## src/rtl/demux_8bits_router_pkg.sv

```systemverilog
// Shared definitions for the 1-to-4 byte router: channel indices, default
// widths and the select-bit decode used by both the RTL and the bench.
package demux_8bits_router_pkg;

  localparam int DEFAULT_WIDTH = 8;
  localparam int DEFAULT_CNT_W = 8;
  localparam int NUM_CH        = 4;

  typedef enum logic [1:0] {
    CH_A = 2'd0,
    CH_B = 2'd1,
    CH_C = 2'd2,
    CH_D = 2'd3
  } ch_e;

  // Same polarity as the 4-to-1 mux tree: sel3 picks the group, and then
  // sel1 or sel2 picks within it. The select bit of the other group is ignored.
  function automatic ch_e decode_target(input logic sel1, input logic sel2,
                                        input logic sel3);
    if (sel3) return sel1 ? CH_A : CH_B;
    else      return sel2 ? CH_C : CH_D;
  endfunction

endpackage

```

## src/rtl/demux_8bits_router_slot.sv

```systemverilog
// One-entry output holding register with a valid/ready handshake and a
// saturating count of bytes drained downstream.
module demux_slot
  import demux_8bits_router_pkg::*;
#(
  parameter int WIDTH = DEFAULT_WIDTH,
  parameter int CNT_W = DEFAULT_CNT_W
) (
  input  logic             clk,
  input  logic             rst,
  input  logic             load,
  input  logic [WIDTH-1:0] load_data,
  input  logic             ready,
  output logic [WIDTH-1:0] data,
  output logic             valid,
  output logic [CNT_W-1:0] cnt,
  output logic             ready_to_load
);

  logic [WIDTH-1:0] data_q, data_d;
  logic             valid_q, valid_d;
  logic [CNT_W-1:0] cnt_q, cnt_d;
  logic             drain;

  // NOTE: every signal gets a default before any condition, so no latch is inferred.
  always_comb begin
    drain   = valid_q & ready;
    data_d  = data_q;
    valid_d = valid_q & ~ready;
    cnt_d   = cnt_q;
    if (load) begin
      data_d  = load_data;
      valid_d = 1'b1;
    end
    if (drain && (cnt_q != {CNT_W{1'b1}})) cnt_d = cnt_q + 1'b1;
  end

  // NOTE: state uses non-blocking assignments. The data register is reset as
  // well, because the zero reset value is visible on the output port.
  always_ff @(posedge clk) begin
    if (rst) begin
      data_q  <= '0;
      valid_q <= 1'b0;
      cnt_q   <= '0;
    end else begin
      data_q  <= data_d;
      valid_q <= valid_d;
      cnt_q   <= cnt_d;
    end
  end

  assign data          = data_q;
  assign valid         = valid_q;
  assign cnt           = cnt_q;
  assign ready_to_load = ~valid_q | ready;

endmodule

```

## src/rtl/demux_8bits_router.sv

```systemverilog
// Registered 1-to-4 byte router: decodes the target channel from the select
// bits and loads the accepted byte into that channel's holding slot.
module demux_8bits_router
  import demux_8bits_router_pkg::*;
#(
  parameter int WIDTH = DEFAULT_WIDTH,
  parameter int CNT_W = DEFAULT_CNT_W
) (
  input  logic             clk,
  input  logic             rst,
  input  logic [WIDTH-1:0] in_data,
  input  logic             in_valid,
  output logic             in_ready,
  input  logic             sel1,
  input  logic             sel2,
  input  logic             sel3,
  output logic [WIDTH-1:0] a,
  output logic [WIDTH-1:0] b,
  output logic [WIDTH-1:0] c,
  output logic [WIDTH-1:0] d,
  output logic             a_valid,
  output logic             b_valid,
  output logic             c_valid,
  output logic             d_valid,
  input  logic             a_ready,
  input  logic             b_ready,
  input  logic             c_ready,
  input  logic             d_ready,
  output logic [CNT_W-1:0] cnt_a,
  output logic [CNT_W-1:0] cnt_b,
  output logic [CNT_W-1:0] cnt_c,
  output logic [CNT_W-1:0] cnt_d
);

  ch_e               target;
  logic [NUM_CH-1:0] slot_ready;
  logic [NUM_CH-1:0] slot_rtl;
  logic [NUM_CH-1:0] slot_valid;
  logic [NUM_CH-1:0] slot_load;
  logic [WIDTH-1:0]  slot_data [NUM_CH];
  logic [CNT_W-1:0]  slot_cnt  [NUM_CH];

  assign slot_ready = {d_ready, c_ready, b_ready, a_ready};

  // in_ready looks only at the decoded target, never at in_valid.
  always_comb begin
    target    = decode_target(sel1, sel2, sel3);
    in_ready  = slot_rtl[target];
    slot_load = '0;
    if (in_valid && in_ready) slot_load[target] = 1'b1;
  end

  for (genvar i = 0; i < NUM_CH; i++) begin : g_slot
    demux_slot #(
      .WIDTH(WIDTH),
      .CNT_W(CNT_W)
    ) u_slot (
      .clk          (clk),
      .rst          (rst),
      .load         (slot_load[i]),
      .load_data    (in_data),
      .ready        (slot_ready[i]),
      .data         (slot_data[i]),
      .valid        (slot_valid[i]),
      .cnt          (slot_cnt[i]),
      .ready_to_load(slot_rtl[i])
    );
  end

  assign a       = slot_data[CH_A];
  assign b       = slot_data[CH_B];
  assign c       = slot_data[CH_C];
  assign d       = slot_data[CH_D];
  assign a_valid = slot_valid[CH_A];
  assign b_valid = slot_valid[CH_B];
  assign c_valid = slot_valid[CH_C];
  assign d_valid = slot_valid[CH_D];
  assign cnt_a   = slot_cnt[CH_A];
  assign cnt_b   = slot_cnt[CH_B];
  assign cnt_c   = slot_cnt[CH_C];
  assign cnt_d   = slot_cnt[CH_D];

endmodule

```

## config.mk

```make
export PLATFORM = sky130hd
export DESIGN_NAME = demux_8bits_router
export DESIGN_NICKNAME = d
export VERILOG_FILES = /design/src/rtl/demux_8bits_router_pkg.sv /design/src/rtl/demux_8bits_router_slot.sv /design/src/rtl/demux_8bits_router.sv
export SDC_FILE = /design/constraint.sdc
export NUM_CORES = 1
export LEC_CHECK = 0
export CORE_UTILIZATION = 50
export CTS_CLUSTER_SIZE = 30
export DETAILED_ROUTE_END_ITERATION = 8
export GPL_ROUTABILITY_DRIVEN = 0
export PLACE_DENSITY = 0.95
export SYNTH_ARGS = -nofsm -noshare
export SYNTH_HDL_FRONTEND = slang
export SYNTH_SLANG_ARGS = --single-unit
```

## constraint.sdc

```tcl
create_clock -name clk -period 4.1 [get_ports clk]
set_input_delay 0.41 -clock clk [delete_from_list [all_inputs] [get_ports clk]]
set_output_delay 0.41 -clock clk [all_outputs]
set_load 0.02 [all_outputs]
```

# After elaboration in Yosys (flattened, before gate mapping)
# Index checks and enable logic that the tools add are counted.
# Widths: inputs -> output; s select.
# totals
ramBits	0
latchBits	0
inputBits	18
word_cells	60
rom_bits	0
output_inout_bits	69
reg_bits	68
mem_count	0
# classes
n_bitwise	20
n_eq_ne	4
add_sub_neg	4
n_div	0
shift	0
magnitude_cmp	2
n_reduce_logical	6
muxes	12
multipliers	0
# op_table
cell	count
$add 8x1->8 const B	4
$ne 8x8->1 const B	4
$and 1x1->1	8
$mux 1	8
$not 1->1	8
$logic_and 1x1->1	6
$mux 4	1
$or 1x1->1	4
$lt 2x3->1 const B	1
$bmux 1 s2	1
$demux 1 s2	1
$ge 2x1->1 const B	1
$mux 2	1

# Depth between registers and ports, before layout
# depth
word_depth	8
mapped_depth	5

# Modules after synthesis
# Synthesis repeated with hierarchy kept, for this count alone.
# unflattened
cells_unflattened	319
hier_area_um2	3096.7
# modules_own_cells
module	area_per_inst_um2	instances	cells_per_inst	seq_area_each_um2
demux_slot	755.7	4	78	340.3
demux_8bits_router	73.8	1	7	0.0

# Worst setup path after synthesis
# No wires, ideal clock.
# synth_timing
path_kind	reg-to-reg
from	reg g_slot[1].u_slot.cnt_q[0]
to	reg g_slot[1].u_slot.cnt_q[1]
path_stages_with_launch	6
n_path_buf	0
required_ns	3.972
path_slack_ns	2.477
arrival_time_ns	1.496
period_less_slack_ns	1.623
cell_sequence	dfxtp_1 > ha_1 > nand4_1 > o21ai_0 > mux2i_1 > nor2_1
# synth_between
elab_chain_len	2
word_cells_on_any_way	3
classes_between	1 x add/sub; 1 x eq/ne; 1 x reduce/logical
# synth_lines
item	line	text
start: declaration	demux_8bits_router_slot.sv:22	logic [CNT_W-1:0] cnt_q, cnt_d;
start signal: assignment	demux_8bits_router_slot.sv:48	cnt_q <= cnt_d;
branches (longest 2 deep; another with $add 8x1->8)	n/a	
# Several ways; the timed one is not identified.
# A chain may end at the register's enable or synchronous reset.

# Final worst setup path
# layout_timing
from	in d_ready
to	out in_ready
# layout_between
elab_chain_len	3
# layout_lines
item	line	text
start: declaration	demux_8bits_router.sv:28	input logic d_ready,
$or 1x1->1	demux_8bits_router_slot.sv:55	assign ready_to_load = ~valid_q | ready;
$bmux 1 s2	demux_8bits_router.sv:48	in_ready = slot_rtl[target];
$mux 1 (not written as such)	demux_8bits_router.sv:48	
end: declaration	demux_8bits_router.sv:13	output logic in_ready,
# Every way passes these cells. The select of a mux whose other input is x is not followed.

==> results.ini <==
[outcome]
status = finished clean

[grt]
overflow = 0
grt_max_degree = 70
grt.total_usage = 0.235
grt_first_pass_wirelength_um = 11300
grt_pass1_vias = 2475
antenna_found_initial = 0

[detailed_routing]
drtIter0Drc = 163
viasPerCell = 5.45
wl_um = 6920
wl_per_cell_um = 14.9
first_pass_iters = 4
remaining_drc_errors = 0
postRouteAntennaNets = 0
routed-via-count = 2538

[critical_path]
path_delay_family = buffers and inverters
slowest_delay_ns = 0.64
critPathKind = primary input to output pin
critPathCaptureType = output pin
crit_slowest_cell = clkdlybuf4s50_1
worstPathArrival_ns = 1.98
cp_data_required_time_ns = 3.69
crit_chain = clkdlybuf4s50_1, nand2b_1, mux2i_1, mux2i_1, clkdlybuf4s50_1
critical_path.max_fanout = 4
cp.buffers_inverters = 2
start_kind = primary input

[placement]
io_buffers = 86
dp_cells = 450
dpl_cell_area_um2 = 3760
post-dp-hpwl_um = 4880

[synthesis]
seq_area_frac_synth = 0.478
postSynthAreaPerCell_um2 = 9.43
syn_inst = 302
syn_nets = 324
synth-seq-cells = 68
yosysWarnings = 0
synth-edff-count = 0
yosys.area.top_type_share = 0.478
synthTopCellsByCount = dfxtp_1, nor2_1, mux2i_1, nand2_1, nand3_1
synth_largest_area_cell = dfxtp_1
synth-async-reset-ratio = 0
synth_area_um2 = 2850
synth_area_leaders = dfxtp_1, mux2i_1, nor2_1
synth_ff_type = dfxtp_1
post-synth-top-count-cell = dfxtp_1
ys_types = 39

[die]
core_um2 = 5510
dieArea_um2 = 6000
num_rows = 27
initial_core_util = 0.517
die_h_um = 77.5
top_level_ports = 87
die_w_um = 77.5

[power]
ir_drop_uv = 295
p_clk_frac = 0.428
p_leak_nw = 1.49
power_density_nw_per_um2 = 353
internal_power_mw = 1.09
p_sw_frac = 0.225
seq_power_share = 0.487
switchingPower_mw = 0.316
combinationalPowerShare = 0.085

[final_layout]
nFillCells = 409
antenna_cells = 0
layout.cells.non_filler = 466
final_layout_size_suffix_gt1_frac = 0.0533
syn2layout_area_growth_pct = 39.6
num-nets-final = 411
fin_area_um2 = 3980

[sta]
hold_viol_final = 0
worst_pin_slew_ns = 0.948
rsz0062_at_grt = false
finalSetupViolCount = 0
final.period_utilization = 0.582
max_freq_mhz = 419
setup_tns_ns = 0
period_needed_ns = 2.39
hold_slack_ns = 0.501
finalClockSkew_ns = 0.00987
finalMaxSlewViolations = 0
slew_headroom = 0.367

[clock_network]
clock_sinks = 68
hold_buffers = 0
postCtsSetupBuffers = 0
htree_levels = 3
cts_buffers = 9
cts_tree = yes
root_buffer = clkbuf_8
path_clk_slew_ns = 0.07
cts_resized = 0
clk_path_buf_depth = 2
clk_latency_ns = 0.34

[min_path]
hp-class = flip-flop to flip-flop

[run]
max_cap_viol_count = 0

## flip-flops by register name, summed over array words and instances, names as in the netlist
name / count
g_slot.u_slot.valid: 4
g_slot.u_slot.cnt: 32
g_slot.u_slot.data: 32
## power groups by stage
| stage | clock network (mW) | registers, mW | logic (mW) |
|---|---|---|---|
| after CTS | 0.607 | 0.683 | 0.119 |
| final | 0.601 | 0.683 | 0.119 |
| after global placement | 0 | 0.697 | 0.116 |
| after global routing | 0.642 | 0.685 | 0.127 |
| after detailed placement | 0 | 0.698 | 0.118 |
| after floorplan | 0 | 0.713 | 0.0438 |
## through the flow
stage	utilization	total power, mW	setup slack [ns]
global route	0.722	1.45	1.63
CTS	0.722	1.41	1.69
floorplan	-	0.757	2.48
global placement	0.683	0.813	1.75
finish	0.722	1.40	1.71
detailed placement	0.683	0.816	1.70
## worst reg2reg max path: cells and delay by family, from the launching register on
family	cells	cell delay (ns)
simple gates	3	0.96
mux	1	0.31
flops	1	0.35
## cell type report
type,count,area [um2],share of cell area
inverter,3,11.3,0.00283
multi-input combinational,219,1430,0.359
clock buffer,11,141,0.0356
tap,72,90.1,0.0227
clock inverter,5,75.1,0.0189
timing repair buffer,88,871,0.219
sequential,68,1360,0.342
## cells by family (layout without fill, tap and decap cells)
family	Yosys count	in the layout	share of synthesized area
multiplexers	40	40	0.141
XOR/XNOR	15	15	0.0461
AND/OR/NAND/NOR	129	129	0.221
adder cells (fa/ha/maj)	4	4	0.0176
flip-flops	68	68	0.478
AO/OA/AOI/OAI	31	31	0.0756
buffers and inverters	15	107	0.0215
## path summary, 6_finish.rpt
kind                                                            start                                     to  slack (ns)  cells after the start
worst min-delay path            g_slot[2].u_slot.data[4]$_SDFFE_PP0P_  g_slot[2].u_slot.data[4]$_SDFFE_PP0P_        0.50                      2
worst min register to register  g_slot[2].u_slot.data[4]$_SDFFE_PP0P_  g_slot[2].u_slot.data[4]$_SDFFE_PP0P_        0.50                      2
worst max register to register      g_slot[0].u_slot.valid$_SDFF_PP0_  g_slot[0].u_slot.data[5]$_SDFFE_PP0P_        2.34                      4
worst max-delay path                                          d_ready                               in_ready        1.71                      5
## layer usage
metal | wire [um] | track usage | up-vias
li1 | - | - | 1236
met1 | 2830 | 0.263 | 1207
met2 | 3380 | 0.403 | 82
met3 | 572 | 0.0788 | 13
met4 | 145 | 0.106 | 0
met5 | 0 | 0 | -
## layout by cell type (no fill, tap or decap), types with 6 or more instances in the layout
cell / count
xor2_1: 9
a21oi_1: 9
nor2_1: 59
xnor2_1: 6
clkbuf_8: 10
dfxtp_1: 68
nand2_1: 13
nand3_1: 12
mux2i_1: 40
nor3_1: 9
clkdlybuf4s50_1: 85
nand4_1: 8
(Power assumes the default switching activity.)
